===== src/rtl/dmrs_seq_gen.sv =====
// dmrs_seq_gen: NB-IoT single-tone uplink DMRS sequence generator.
// Streams r(n) = AMP*(1+j)*(1-2c(n))*w_u(n mod 16) for n = 0..seq_len-1 over a
// valid/ready interface. c(n) comes from an on-chip Gold generator that is
// warmed up by NC bits after each accepted start.
// Optional build macro DMRS_WARMUP_X4_EN: warm-up advances 4 bits per cycle
// (NC/4 cycles) instead of 1 bit per cycle. The sample stream is identical.
module dmrs_seq_gen #(
  parameter int DATA_W = 16,
  parameter int AMP    = 23170,
  parameter int LEN_W  = 16,
  parameter int NC     = 1600
) (
  input  logic                     clk,
  input  logic                     reset,
  input  logic                     start,
  input  logic [30:0]              c_init,
  input  logic [3:0]               w_idx,
  input  logic [LEN_W-1:0]         seq_len,
  output logic                     busy,
  output logic                     out_valid,
  input  logic                     out_ready,
  output logic signed [DATA_W-1:0] out_i,
  output logic signed [DATA_W-1:0] out_q,
  output logic [LEN_W-1:0]         out_idx,
  output logic                     done
);

`ifdef DMRS_WARMUP_X4_EN
  localparam int WARM_LOAD = NC / 4;
  if (NC % 4 != 0) begin : g_nc_chk
    $error("dmrs_seq_gen: NC must be a multiple of 4 with 4-bit warm-up");
  end
`else
  localparam int WARM_LOAD = NC;
`endif
  localparam int WARM_W = (WARM_LOAD > 0) ? $clog2(WARM_LOAD + 1) : 1;

  if (AMP >= (1 << (DATA_W - 1))) begin : g_amp_chk
    $error("dmrs_seq_gen: AMP does not fit in DATA_W-1 bits");
  end

  typedef enum logic [1:0] {
    S_IDLE   = 2'd0,
    S_WARMUP = 2'd1,
    S_STREAM = 2'd2
  } state_t;

  state_t              r_state;
  state_t              w_state_nxt;
  logic [30:0]         r_x1;
  logic [30:0]         r_x2;
  logic [30:0]         w_x1_warm;
  logic [30:0]         w_x2_warm;
  logic [WARM_W-1:0]   r_warm_cnt;
  logic [3:0]          r_w_idx;
  logic [LEN_W-1:0]    r_seq_len;
  logic [LEN_W-1:0]    r_n;
  logic                r_done;
  logic                w_accept;
  logic                w_last;
  logic                w_wbit;
  logic                w_sign;
  logic signed [DATA_W-1:0] w_amp;
  logic signed [DATA_W-1:0] w_sample;

  // Bit 0 holds x(k); the new bit x(k+31) enters at the top.
  function automatic logic [30:0] x1_step(input logic [30:0] x);
    return {x[3] ^ x[0], x[30:1]};
  endfunction

  function automatic logic [30:0] x2_step(input logic [30:0] x);
    return {x[3] ^ x[2] ^ x[1] ^ x[0], x[30:1]};
  endfunction

  assign w_accept = (r_state == S_STREAM) && out_ready;
  assign w_last   = (r_n == r_seq_len - LEN_W'(1));
  assign w_wbit   = ^(r_w_idx & r_n[3:0]);
  assign w_sign   = r_x1[0] ^ r_x2[0] ^ w_wbit;
  assign w_amp    = DATA_W'(AMP);
  assign w_sample = w_sign ? -w_amp : w_amp;

  // Outputs are forced to zero outside STREAM so reset clears them at once.
  assign busy      = (r_state != S_IDLE);
  assign out_valid = (r_state == S_STREAM);
  assign out_i     = out_valid ? w_sample : '0;
  assign out_q     = out_valid ? w_sample : '0;
  assign out_idx   = out_valid ? r_n : '0;
  assign done      = r_done;

  // Warm-up advance of both LFSRs: 1 or 4 recursion steps per cycle.
  always_comb begin
    w_x1_warm = r_x1;
    w_x2_warm = r_x2;
`ifdef DMRS_WARMUP_X4_EN
    for (int k = 0; k < 4; k++) begin
      w_x1_warm = x1_step(w_x1_warm);
      w_x2_warm = x2_step(w_x2_warm);
    end
`else
    w_x1_warm = x1_step(r_x1);
    w_x2_warm = x2_step(r_x2);
`endif
  end

  // State register.
  always_ff @(posedge clk or posedge reset) begin
    if (reset) begin
      r_state <= S_IDLE;
    end else begin
      r_state <= w_state_nxt;
    end
  end

  // Next-state logic.
  always_comb begin
    // NOTE: the default assignment first means no path leaves w_state_nxt unassigned, so no latch is inferred.
    w_state_nxt = r_state;
    unique case (r_state)
      S_IDLE:   if (start && (seq_len != '0)) w_state_nxt = S_WARMUP;
      S_WARMUP: if (r_warm_cnt == '0) w_state_nxt = S_STREAM;
      S_STREAM: if (w_accept && w_last) w_state_nxt = S_IDLE;
      default:  w_state_nxt = S_IDLE;
    endcase
  end

  // Datapath: capture on start, warm-up stepping, per-acceptance advance, done pulse.
  always_ff @(posedge clk or posedge reset) begin
    if (reset) begin
      r_x1       <= '0;
      r_x2       <= '0;
      r_warm_cnt <= '0;
      r_w_idx    <= '0;
      r_seq_len  <= '0;
      r_n        <= '0;
      r_done     <= 1'b0;
    end else begin
      // NOTE: non-blocking assignments so every register here samples pre-edge values.
      r_done <= 1'b0;
      unique case (r_state)
        S_IDLE: begin
          if (start) begin
            if (seq_len == '0) begin
              r_done <= 1'b1;
            end else begin
              r_x1       <= 31'h1;
              r_x2       <= c_init;
              r_warm_cnt <= WARM_W'(WARM_LOAD);
              r_w_idx    <= w_idx;
              r_seq_len  <= seq_len;
              r_n        <= '0;
            end
          end
        end
        S_WARMUP: begin
          if (r_warm_cnt != '0) begin
            r_x1       <= w_x1_warm;
            r_x2       <= w_x2_warm;
            r_warm_cnt <= r_warm_cnt - WARM_W'(1);
          end
        end
        S_STREAM: begin
          if (w_accept) begin
            r_x1 <= x1_step(r_x1);
            r_x2 <= x2_step(r_x2);
            if (w_last) begin
              r_done <= 1'b1;
            end else begin
              r_n <= r_n + LEN_W'(1);
            end
          end
        end
        default: ;
      endcase
    end
  end

endmodule


===== config.mk =====
export PLATFORM = sky130hd
export DESIGN_NAME = dmrs_seq_gen
export DESIGN_NICKNAME = d
export VERILOG_FILES = /design/src/rtl/dmrs_seq_gen.sv
export SDC_FILE = /design/constraint.sdc
export NUM_CORES = 1
export LEC_CHECK = 0
export ABC_CLOCK_PERIOD_IN_PS = 7000
export CORE_MARGIN = 2
export CORE_UTILIZATION = 51
export CTS_CLUSTER_SIZE = 14
export DETAILED_ROUTE_END_ITERATION = 10
export GPL_ROUTABILITY_DRIVEN = 0
export PLACE_DENSITY_LB_ADDON = 0.05
export SETUP_SLACK_MARGIN = 0.5
export SLEW_MARGIN = 20
export SYNTH_ARGS = -nofsm -noshare
export SYNTH_HDL_FRONTEND = slang
export SYNTH_SLANG_ARGS = --single-unit
export TNS_END_PERCENT = 100

===== constraint.sdc =====
create_clock -name clk -period 7 [get_ports clk]
set_input_delay 1.05 -clock clk [delete_from_list [all_inputs] [get_ports clk]]
set_output_delay 1.05 -clock clk [all_outputs]
set_load 0.05 [all_outputs]

==> results of run 1 <==
[where the power goes]
group	internal, mW	leakage [nW]	switching [mW]
clock	0.247	0.135	0.247
sequential	0.730	1.47	0.0755
combinational	0.238	1.74	0.402
total	1.21	3.34	0.724
[stage by stage]
stage               utilization (%)  instances
finish                         61.8        860
global route                   61.8        860
CTS                            61.8        860
detailed placement             59.5        844
global placement               59.5        844
floorplan                         -        652
[cell families (layout without fill, tap and decap cells)]
family                     count (synthesis)  count (layout)
muxes                                     48              48
adders and majority gates                  7               7
xor gates and xnor gates                  37              37
AOI/OAI and AO/OA                        140             140
and+or+nand+nor                          228             228
buffers and inverters                     78             139
DFF                                      112             112
other                                      1               2
[per-layer routing]
| layer | wire length, um | track usage, % | vias to the layer above |
|---|---|---|---|
| met4 | 222 | 7.32 | 0 |
| met2 | 6500 | 35.0 | 95 |
| met3 | 635 | 5.03 | 13 |
| met1 | 5680 | 27.1 | 2213 |
| li1 | - | - | 2329 |
| met5 | 0 | 0 | - |
[flip-flops by register name, indices dropped and copies added, names as in the netlist]
name / cells
r_w_idx: 4
r_state: 2
r_x2: 31
r_warm_cnt: 11
r_n: 16
r_x1: 31
r_seq_len: 16
done: 1
[worst max-delay path by stage]
stage                     from         to  slack, ns
floorplan           r_state[0]  out_i[11]       2.98
global placement    seq_len[8]   r_x2[26]       2.67
detailed placement  seq_len[8]   r_x2[19]       2.53
CTS                 seq_len[8]   r_x2[19]       2.92
global route        seq_len[8]   r_x2[19]       2.56
finish              seq_len[8]   r_x2[19]       2.94
[worst max-delay path, cell delays in order]
cell                              delay [ns]
sky130_fd_sc_hd__clkdlybuf4s50_1        0.42
sky130_fd_sc_hd__nor4_1                 0.71
sky130_fd_sc_hd__a41oi_1                0.31
sky130_fd_sc_hd__nand2b_1               0.32
sky130_fd_sc_hd__nand2_2                0.68
sky130_fd_sc_hd__buf_4                  0.56
sky130_fd_sc_hd__o21ai_0                0.19
[cells in the final DEF, fill, tap and decap left out, types with 13 or more instances in the layout]
cell                              synthesis  routed
sky130_fd_sc_hd__mux2i_1                 32      32
sky130_fd_sc_hd__dfrtp_1                112     112
sky130_fd_sc_hd__and2_1                  19      19
sky130_fd_sc_hd__inv_1                   14      13
sky130_fd_sc_hd__nand2_1                120     119
sky130_fd_sc_hd__nand3_1                 14      14
sky130_fd_sc_hd__clkdlybuf4s50_1          0     103
sky130_fd_sc_hd__xnor2_1                 21      21
sky130_fd_sc_hd__o21ai_0                 86      86
sky130_fd_sc_hd__mux2_2                  16      16
sky130_fd_sc_hd__nor2_1                  15      15
sky130_fd_sc_hd__xor2_1                  16      16
[area by class of cell]
class / count / area (um2) / share of cell area, %
sequential: 112 / 2800 / 37.9
inverter: 14 / 55.1 / 0.744
clock inverter: 6 / 50.0 / 0.677
tap: 147 / 184 / 2.49
clock buffer: 10 / 229 / 3.10
timing repair buffer: 109 / 1080 / 14.6
multi-input combinational: 462 / 3000 / 40.5
==> impl_metrics.csv, run 1 <==
group,metric,value,unit
global_route,antenna_found_initial,0,
global_route,grt_remaining_overflow,0,
yosys,netlist_area,6220,um2
floorplanning,starting_density_of_the_core,52.0,%
sta,post-route-period-util,58.0,%
cells_and_area,final_nets,770,
detailed_routing,drc,0,
detailed_routing,drt-vias-per-instance,5.41,
clock_network,cts_htree_levels,3,
power,total_power_density_per_cell_area,262,nW/um2
yosys,synth_top_cells_by_count,"sky130_fd_sc_hd__nand2_1 (120), sky130_fd_sc_hd__dfrtp_1 (112), sky130_fd_sc_hd__o21ai_0 (86)",
flow_run,timing.max_cap.violations,0,
detailed_routing,dr.pass1.iters,4,
yosys,count_leader_synth,"sky130_fd_sc_hd__nand2_1",
worst_setup_path,setup.worst_path.end_class,"flop",
placement,place_ws,2.53,ns
floorplanning,placement_rows,40,
placement,place_area,7110,um2
detailed_routing,drt_iter0_drcs,339,
yosys,synth-simple-area-share,18.5,%
power,static-leakage-power,3.34,nW
yosys,combinational_family_with_the_most_area_after_synthesis,"simple AND/OR/NAND/NOR gates",
worst_setup_path,cp_data_required_time,7.22,ns
yosys,synth_compound_gate_area_share,14.8,%
cells_and_area,drive_gt1_share,9.12,%
sta,timing.slew.headroom,41.0,%
yosys,synth.mux.area_fraction,8.05,%
min_path,min_path_cells,2,
clock_network,cts_buffer_depth,2,
clock_network,root_buffer,"sky130_fd_sc_hd__clkbuf_16",
sta,setup_ws,2.94,ns
sta,timing.setup.tns,0,ns
worst_setup_path,r2r_endpoint,"r_n[12]",
sta,clock.fmax,0.246,GHz
global_route,globalRouteTotalUtil,21.1,%
detailed_routing,postRouteAntennaNets,0,
min_path,worst_hold_path.endpoint,"r_x1[14]",
sta,hold_viol_final,0,
sta,worst_hold_slack,0.484,ns
sta,grt_setup_unrepaired,"false",
clock_network,ctsResizeCount,0,
sta,timing.final.max_slew_violations,0,
yosys,synth-seq-area-share,45.1,%
clock_network,clock_latency,0.36,ns
yosys,ys_seq_elements,112,
cells_and_area,design_area,7400,um2
worst_setup_path,worstSetupStartpointType,"primary input",
clock_network,clkSlewWorstSetupHoldPaths,0.08,ns
power,total_power,1.94,mW
floorplanning,core-area,12000,um2
clock_network,cts_post_setup_buffers_inserted,0,
yosys,synth.distinct_cells,61,
global_route,grt_pass1_vias,4444,
detailed_routing,drt-wirelength-per-cell,15.2,um
clock_network,clock_sink_count,112,
sta,fin_crit,4.06,ns
yosys,async_reset_ff_share,100,%
worst_setup_path,critical_path.reg2reg.startpoint,"r_seq_len[0]",
floorplanning,floorplan.io_pins,106,
yosys,ys_top_cells_by_area,"sky130_fd_sc_hd__dfrtp_1 (45%), sky130_fd_sc_hd__nand2_1 (7.2%), sky130_fd_sc_hd__o21ai_0 (6.9%)",
power,vdd_ir_drop_max,170,uV
yosys,post-synth-top-area-fraction,45.1,%
yosys,synth_top_flop_cell,"sky130_fd_sc_hd__dfrtp_1",
clock_network,cts_tree,"built",
worst_setup_path,crit_path_kind,"primary input to flop",
yosys,synth_top_cell_by_area,"sky130_fd_sc_hd__dfrtp_1",
worst_setup_path,reg2reg_setup_slack,3.53,ns
detailed_routing,dr_total_vias,4650,
clock_network,cts_made_buffers,9,
yosys,synthAdderAreaFrac,1.41,%
min_path,timing.hold.worst.start,"r_x1[14]",
floorplanning,chipWidth,114,um
floorplanning,floorplan.die.height,114,um
placement,port_buffers,103,
clock_network,cts.hold.buffers_added,0,
global_route,maximum_number_of_pins_on_one_net_before_global_route_repair,85,
floorplanning,fp.dieArea,13100,um2
detailed_routing,routed_wirelength,13000,um
min_path,hold_class,"flop to flop",
yosys,synth_edf_count,0,
yosys,synth_cells,651,
sta,tightestPinTransition,0.883,ns
worst_setup_path,worst-path-max-fanout,63,
outcome,run_status,"completed",
worst_setup_path,worst-endpoint-arrival,4.28,ns
cells_and_area,areaGrowthSynthToFinish,19.0,%
cells_and_area,diode_count,0,
yosys,yosysWarningCount,0,
worst_setup_path,worst-r2r-cell-count,9,
placement,half_perimeter_wire_length_after_detailed_placement,9270,um
yosys,synthesized_area_per_cell,9.55,um2
cells_and_area,fillerInstances,1016,
global_route,grt_pass1_wl,21900,um
sta,finalSetupViolCount,0,
sta,fin_worst_skew,0.00855,ns
yosys,yosys.area_share.xor_xnor,5.21,%
Power figures use the tool's default switching activity.
==> run 2, diff against run 1 <==
- ABC_CLOCK_PERIOD_IN_PS: 7000 -> 3700
- CORE_UTILIZATION: 51 -> 49
- clock period: 7 -> 3.7 ns (I/O delays scaled with it)
==> impl_metrics.csv, run 2 (synthesized netlist as in run 1, its figures left out) <==
group,metric,value,unit
global_route,grt_pass1_wl,22100,um
detailed_routing,drt-vias-per-instance,5.32,
worst_setup_path,worstSetupStartpointType,"flop",
cells_and_area,final_cells,892,
cells_and_area,diode_count,0,
clock_network,clock_latency,0.35,ns
cells_and_area,areaGrowthSynthToFinish,21.0,%
sta,fin_worst_skew,0.00825,ns
power,static-leakage-power,3.45,nW
detailed_routing,drc,0,
detailed_routing,drt-wirelength-per-cell,15.1,um
clock_network,cts_htree_levels,3,
clock_network,root_buffer,"sky130_fd_sc_hd__clkbuf_16",
global_route,maximum_number_of_pins_on_one_net_before_global_route_repair,125,
placement,numPlacedInstances,873,
min_path,hold_class,"flop to flop",
worst_setup_path,worst-endpoint-arrival,2.47,ns
worst_setup_path,worst-r2r-cell-count,9,
power,vdd_ir_drop_max,289,uV
clock_network,cts.hold.buffers_added,0,
global_route,globalRouteTotalUtil,20.5,%
sta,post-route-period-util,81.7,%
detailed_routing,postRouteAntennaNets,0,
sta,finalSetupViolCount,0,
floorplanning,floorplan.die.height,117,um
worst_setup_path,worst-path-max-fanout,16,
flow_run,timing.max_cap.violations,0,
worst_setup_path,setup.worst_path.end_class,"output port",
cells_and_area,final_nets,777,
cells_and_area,layout.cells.most_common,"sky130_fd_sc_hd__nand2_1",
outcome,run_status,"completed",
min_path,min_path_cells,2,
sta,timing.final.max_slew_violations,0,
floorplanning,starting_density_of_the_core,49.7,%
cells_and_area,most-common-layout-cells,"sky130_fd_sc_hd__nand2_1 (119), sky130_fd_sc_hd__dfrtp_1 (112), sky130_fd_sc_hd__o21ai_0 (86), sky130_fd_sc_hd__clkdlybuf4s50_1 (75), sky130_fd_sc_hd__mux2i_1 (32)",
global_route,grt_pass1_vias,4724,
worst_setup_path,cp_data_required_time,3.14,ns
power,total_power_density_per_cell_area,499,nW/um2
sta,clock.fmax,0.331,GHz
floorplanning,placement_rows,41,
cells_and_area,fillerInstances,1098,
placement,place_ws,0.611,ns
clock_network,cts_buffer_depth,2,
clock_network,clkSlewWorstSetupHoldPaths,0.08,ns
cells_and_area,drive_gt1_share,10.4,%
sta,tightestPinTransition,0.717,ns
detailed_routing,dr.pass1.iters,4,
detailed_routing,routed_wirelength,13500,um
detailed_routing,dr_total_vias,4744,
sta,timing.slew.headroom,51.8,%
floorplanning,fp.dieArea,13600,um2
sta,setup_ws,0.678,ns
detailed_routing,drt_iter0_drcs,303,
worst_setup_path,crit_path_kind,"flop to output port",
sta,grt_setup_unrepaired,"false",
sta,hold_viol_final,0,
floorplanning,floorplan.io_pins,106,
clock_network,clock_sink_count,112,
placement,port_buffers,103,
clock_network,cts_made_buffers,9,
power,total_power,3.75,mW
global_route,antenna_found_initial,0,
global_route,grt_remaining_overflow,0,
cells_and_area,largest_registers,"r_x1 (31), r_x2 (31)",
floorplanning,chipWidth,117,um
sta,fin_crit,3.02,ns
sta,timing.setup.tns,0,ns
placement,half_perimeter_wire_length_after_detailed_placement,9550,um
floorplanning,core-area,12500,um2
clock_network,cts_tree,"built",
==> run 2: layout make-up <==
class / instances / area, um2 / share of cell area, %
Clock buffer: 10 / 229 / 3.04
Timing Repair Buffer: 116 / 1120 / 14.9
Sequential cell: 112 / 2800 / 37.3
Multi-Input combinational cell: 462 / 3000 / 39.9
Tap cell: 172 / 215 / 2.86
Clock inverter: 6 / 97.6 / 1.30
Inverter: 14 / 56.3 / 0.749
==> run 2: stage by stage <==
stage               hold slack [ns]  area, um2  util [%]
floorplan                     0.446       6230         -
global placement              0.462       7200      57.6
detailed placement            0.470       7200      57.6
CTS                           0.492       7500      59.9
global route                  0.516       7520      60.1
finish                        0.487       7520      60.1
==> run 2: final timing paths <==
path,start,end,slack [ns]
worst max register to register,r_seq_len[0],r_n[13],0.77
min in group asynchronous,reset,r_x2[15],0.62
worst min register to register,r_x2[27],r_x2[27],0.49
worst min-delay path,r_x2[27],r_x2[27],0.49
max in group asynchronous,reset,r_n[12],2.22
worst max-delay path,r_state[0],out_idx[15],0.68
==> run 2: where the power goes <==
| group | internal (mW) | total, mW | leakage (nW) | switching [mW] |
|---|---|---|---|---|
| clock network | 0.607 | 1.08 | 0.160 | 0.471 |
| registers | 1.38 | 1.52 | 1.47 | 0.144 |
| logic | 0.388 | 1.15 | 1.82 | 0.759 |
| total | 2.37 | 3.75 | 3.45 | 1.37 |
==> run 2: repair_timing <==
| item | 4_1_cts | 5_1_grt |
|---|---|---|
| gates resized for setup | 29 | 0 |
| endpoints found under the setup margin | 37 | 13 |
| setup buffers | 0 | 3 |
==> run 2: worst max-delay path: stages, from the launching register on <==
cell and delay, ns:
sky130_fd_sc_hd__dfrtp_1 0.40, sky130_fd_sc_hd__inv_1 0.11, sky130_fd_sc_hd__ha_2 0.36, sky130_fd_sc_hd__buf_4 0.25, sky130_fd_sc_hd__and2_1 0.18, sky130_fd_sc_hd__clkdlybuf4s50_1 0.81
==> run 2: metal layers <==
| metal | part of all wire (%) | vias to the layer above | routed length, um | global-route usage, % |
|---|---|---|---|---|
| met5 | 0 | - | 0 | 0 |
| met4 | 2.2 | 0 | 294 | 7.22 |
| met3 | 4.0 | 23 | 544 | 5.40 |
| met2 | 50 | 99 | 6710 | 35.4 |
| met1 | 44 | 2278 | 5920 | 24.8 |
| li1 | - | 2344 | - | - |
==> run 3, diff against run 2 <==
- ABC_CLOCK_PERIOD_IN_PS: 3700 -> 2800
- CORE_UTILIZATION: 49 -> 51
- clock period: 3.7 -> 2.8 ns (I/O delays scaled with it)
==> impl_metrics.csv, run 3 (synthesized netlist as in run 1, its figures left out) <==
group,metric,value,unit
worst_setup_path,crit_path_kind,"flop to flop",
clock_network,root_buffer,"sky130_fd_sc_hd__clkbuf_16",
floorplanning,placement_rows,40,
outcome,run_status,"completed",
power,static-leakage-power,3.81,nW
sta,timing.setup.tns,0,ns
cells_and_area,final_nets,808,
placement,port_buffers,103,
flow_run,timing.max_cap.violations,0,
sta,fin_worst_skew,0.00628,ns
min_path,timing.hold.worst.start,"r_x1[1]",
clock_network,cts_htree_levels,3,
worst_setup_path,timing.critical_path.from,"r_n[1]",
power,total_power,5.38,mW
sta,tightestPinTransition,0.665,ns
power,vdd_ir_drop_max,350,uV
worst_setup_path,worst-path-max-fanout,7,
floorplanning,core-area,12000,um2
floorplanning,starting_density_of_the_core,52.0,%
clock_network,clock_latency,0.36,ns
min_path,hold_class,"flop to flop",
cells_and_area,drive_gt1_share,24.4,%
worst_setup_path,setup.worst_path.end_class,"flop",
sta,post-route-period-util,92.1,%
sta,setup_ws,0.223,ns
sta,clock.fmax,0.388,GHz
sta,grt_setup_unrepaired,"true",
clock_network,clkSlewWorstSetupHoldPaths,0.08,ns
sta,hold_viol_final,0,
detailed_routing,drt_iter0_drcs,260,
global_route,grt_pass1_vias,4821,
global_route,maximum_number_of_pins_on_one_net_before_global_route_repair,61,
worst_setup_path,cp_data_required_time,3.04,ns
sta,fin_crit,2.58,ns
detailed_routing,drt-wirelength-per-cell,16.0,um
cells_and_area,most-common-layout-cells,"sky130_fd_sc_hd__nand2_1 (117), sky130_fd_sc_hd__dfrtp_1 (109), sky130_fd_sc_hd__o21ai_0 (79), sky130_fd_sc_hd__clkdlybuf4s50_1 (55), sky130_fd_sc_hd__mux2i_1 (32)",
global_route,grt_remaining_overflow,0,
worst_setup_path,worstSetupStartpointType,"flop",
global_route,globalRouteTotalUtil,22.6,%
sta,timing.slew.headroom,55.6,%
global_route,antenna_found_initial,0,
clock_network,cts_tree,"built",
floorplanning,chipWidth,114,um
floorplanning,fp.dieArea,13100,um2
detailed_routing,drc,0,
detailed_routing,drt-vias-per-instance,5.60,
cells_and_area,fillerInstances,968,
detailed_routing,postRouteAntennaNets,0,
cells_and_area,areaGrowthSynthToFinish,32.7,%
sta,finalSetupViolCount,0,
global_route,grt_pass1_wl,23600,um
clock_network,clock_sink_count,112,
placement,place_ws,0.0770,ns
floorplanning,floorplan.die.height,114,um
worst_setup_path,critical_path.reg2reg.startpoint,"r_n[1]",
detailed_routing,routed_wirelength,14400,um
detailed_routing,dr_total_vias,5025,
cells_and_area,largest_registers,"r_x1 (31), r_x2 (31)",
floorplanning,floorplan.io_pins,106,
cells_and_area,diode_count,0,
cells_and_area,layout.cells.most_common,"sky130_fd_sc_hd__nand2_1",
clock_network,cts_made_buffers,9,
clock_network,cts.hold.buffers_added,0,
worst_setup_path,worst-endpoint-arrival,2.81,ns
placement,half_perimeter_wire_length_after_detailed_placement,9650,um
clock_network,cts_buffer_depth,2,
sta,timing.final.max_slew_violations,0,
detailed_routing,dr.pass1.iters,5,
power,total_power_density_per_cell_area,652,nW/um2
[run 3: cell count changes in the layout (fill, tap and decap cells not counted), moves of 5 or more]
cell	change
sky130_fd_sc_hd__buf_4	+17
sky130_fd_sc_hd__clkbuf_2	+15
sky130_fd_sc_hd__o21ai_0	-7
sky130_fd_sc_hd__clkdlybuf4s50_1	-20
sky130_fd_sc_hd__o31ai_1	-5
sky130_fd_sc_hd__buf_6	+6
sky130_fd_sc_hd__dlygate4sd2_1	-24
sky130_fd_sc_hd__buf_12	+25
sky130_fd_sc_hd__inv_1	-5
sky130_fd_sc_hd__buf_8	+9
[run 3: layout make-up]
type | count | area [um2] | area share [%]
repair buffers | 145 | 1630 | 19.7
inverters | 14 | 60.1 | 0.728
well taps | 147 | 184 | 2.23
clock inverters | 7 | 73.8 | 0.894
multi-input cells | 464 | 3280 | 39.7
clock buffers | 9 | 225 | 2.73
flip-flops and latches | 112 | 2810 | 34.0
[run 3: stage by stage]
stage	area, um2	util [%]	hold slack, ns	instances
final	8250	69.0	0.482	898
after global routing	8250	69.0	0.503	898
after CTS	8190	68.5	0.489	896
after detailed placement	7490	62.6	0.471	857
after global placement	7490	62.6	0.461	857
after floorplan	6430	-	0.446	652
[run 3: what timing repair did]
item                       CTS  global route
resized for setup           69            50
pin swaps                   29            10
setup buffers               19             2
setup endpoints to repair   69           134
cloned                       4             0
[run 3: path summary, 6_finish.rpt]
check | end | slack (ns) | cells past startpoint
max | r_n[13] | 0.22 | 7
min | r_x1[1] | 0.48 | 2
max reg2reg | r_n[13] | 0.22 | 7
min reg2reg | r_x1[1] | 0.48 | 2
max in group asynchronous | r_seq_len[15] | 1.67 | 3
min in group asynchronous | r_n[5] | 0.50 | 2
[run 3: power breakdown]
part | switching (mW) | internal [mW] | total [mW]
Sequential | 0.183 | 1.82 | 2.01
Combinational | 1.16 | 0.918 | 2.08
Clock | 0.666 | 0.635 | 1.30
Total | 2.01 | 3.38 | 5.38
[run 3: routing by layer]
metal  GRT usage [%]  part of all wire (%)
met1            28.9                    42
met2            38.1                    51
met3            4.18                   5.2
met4            8.78                   1.9
met5               0                     0
[run 3: critical path: stages, from the launching register on]
cell and delay (ns):
sky130_fd_sc_hd__dfrtp_1 0.51, sky130_fd_sc_hd__and3_1 0.20, sky130_fd_sc_hd__nand3_1 0.20, sky130_fd_sc_hd__or4_1 0.66, sky130_fd_sc_hd__or2_2 0.36, sky130_fd_sc_hd__a21o_1 0.20
sky130_fd_sc_hd__o21ai_0 0.22, sky130_fd_sc_hd__o31ai_2 0.11
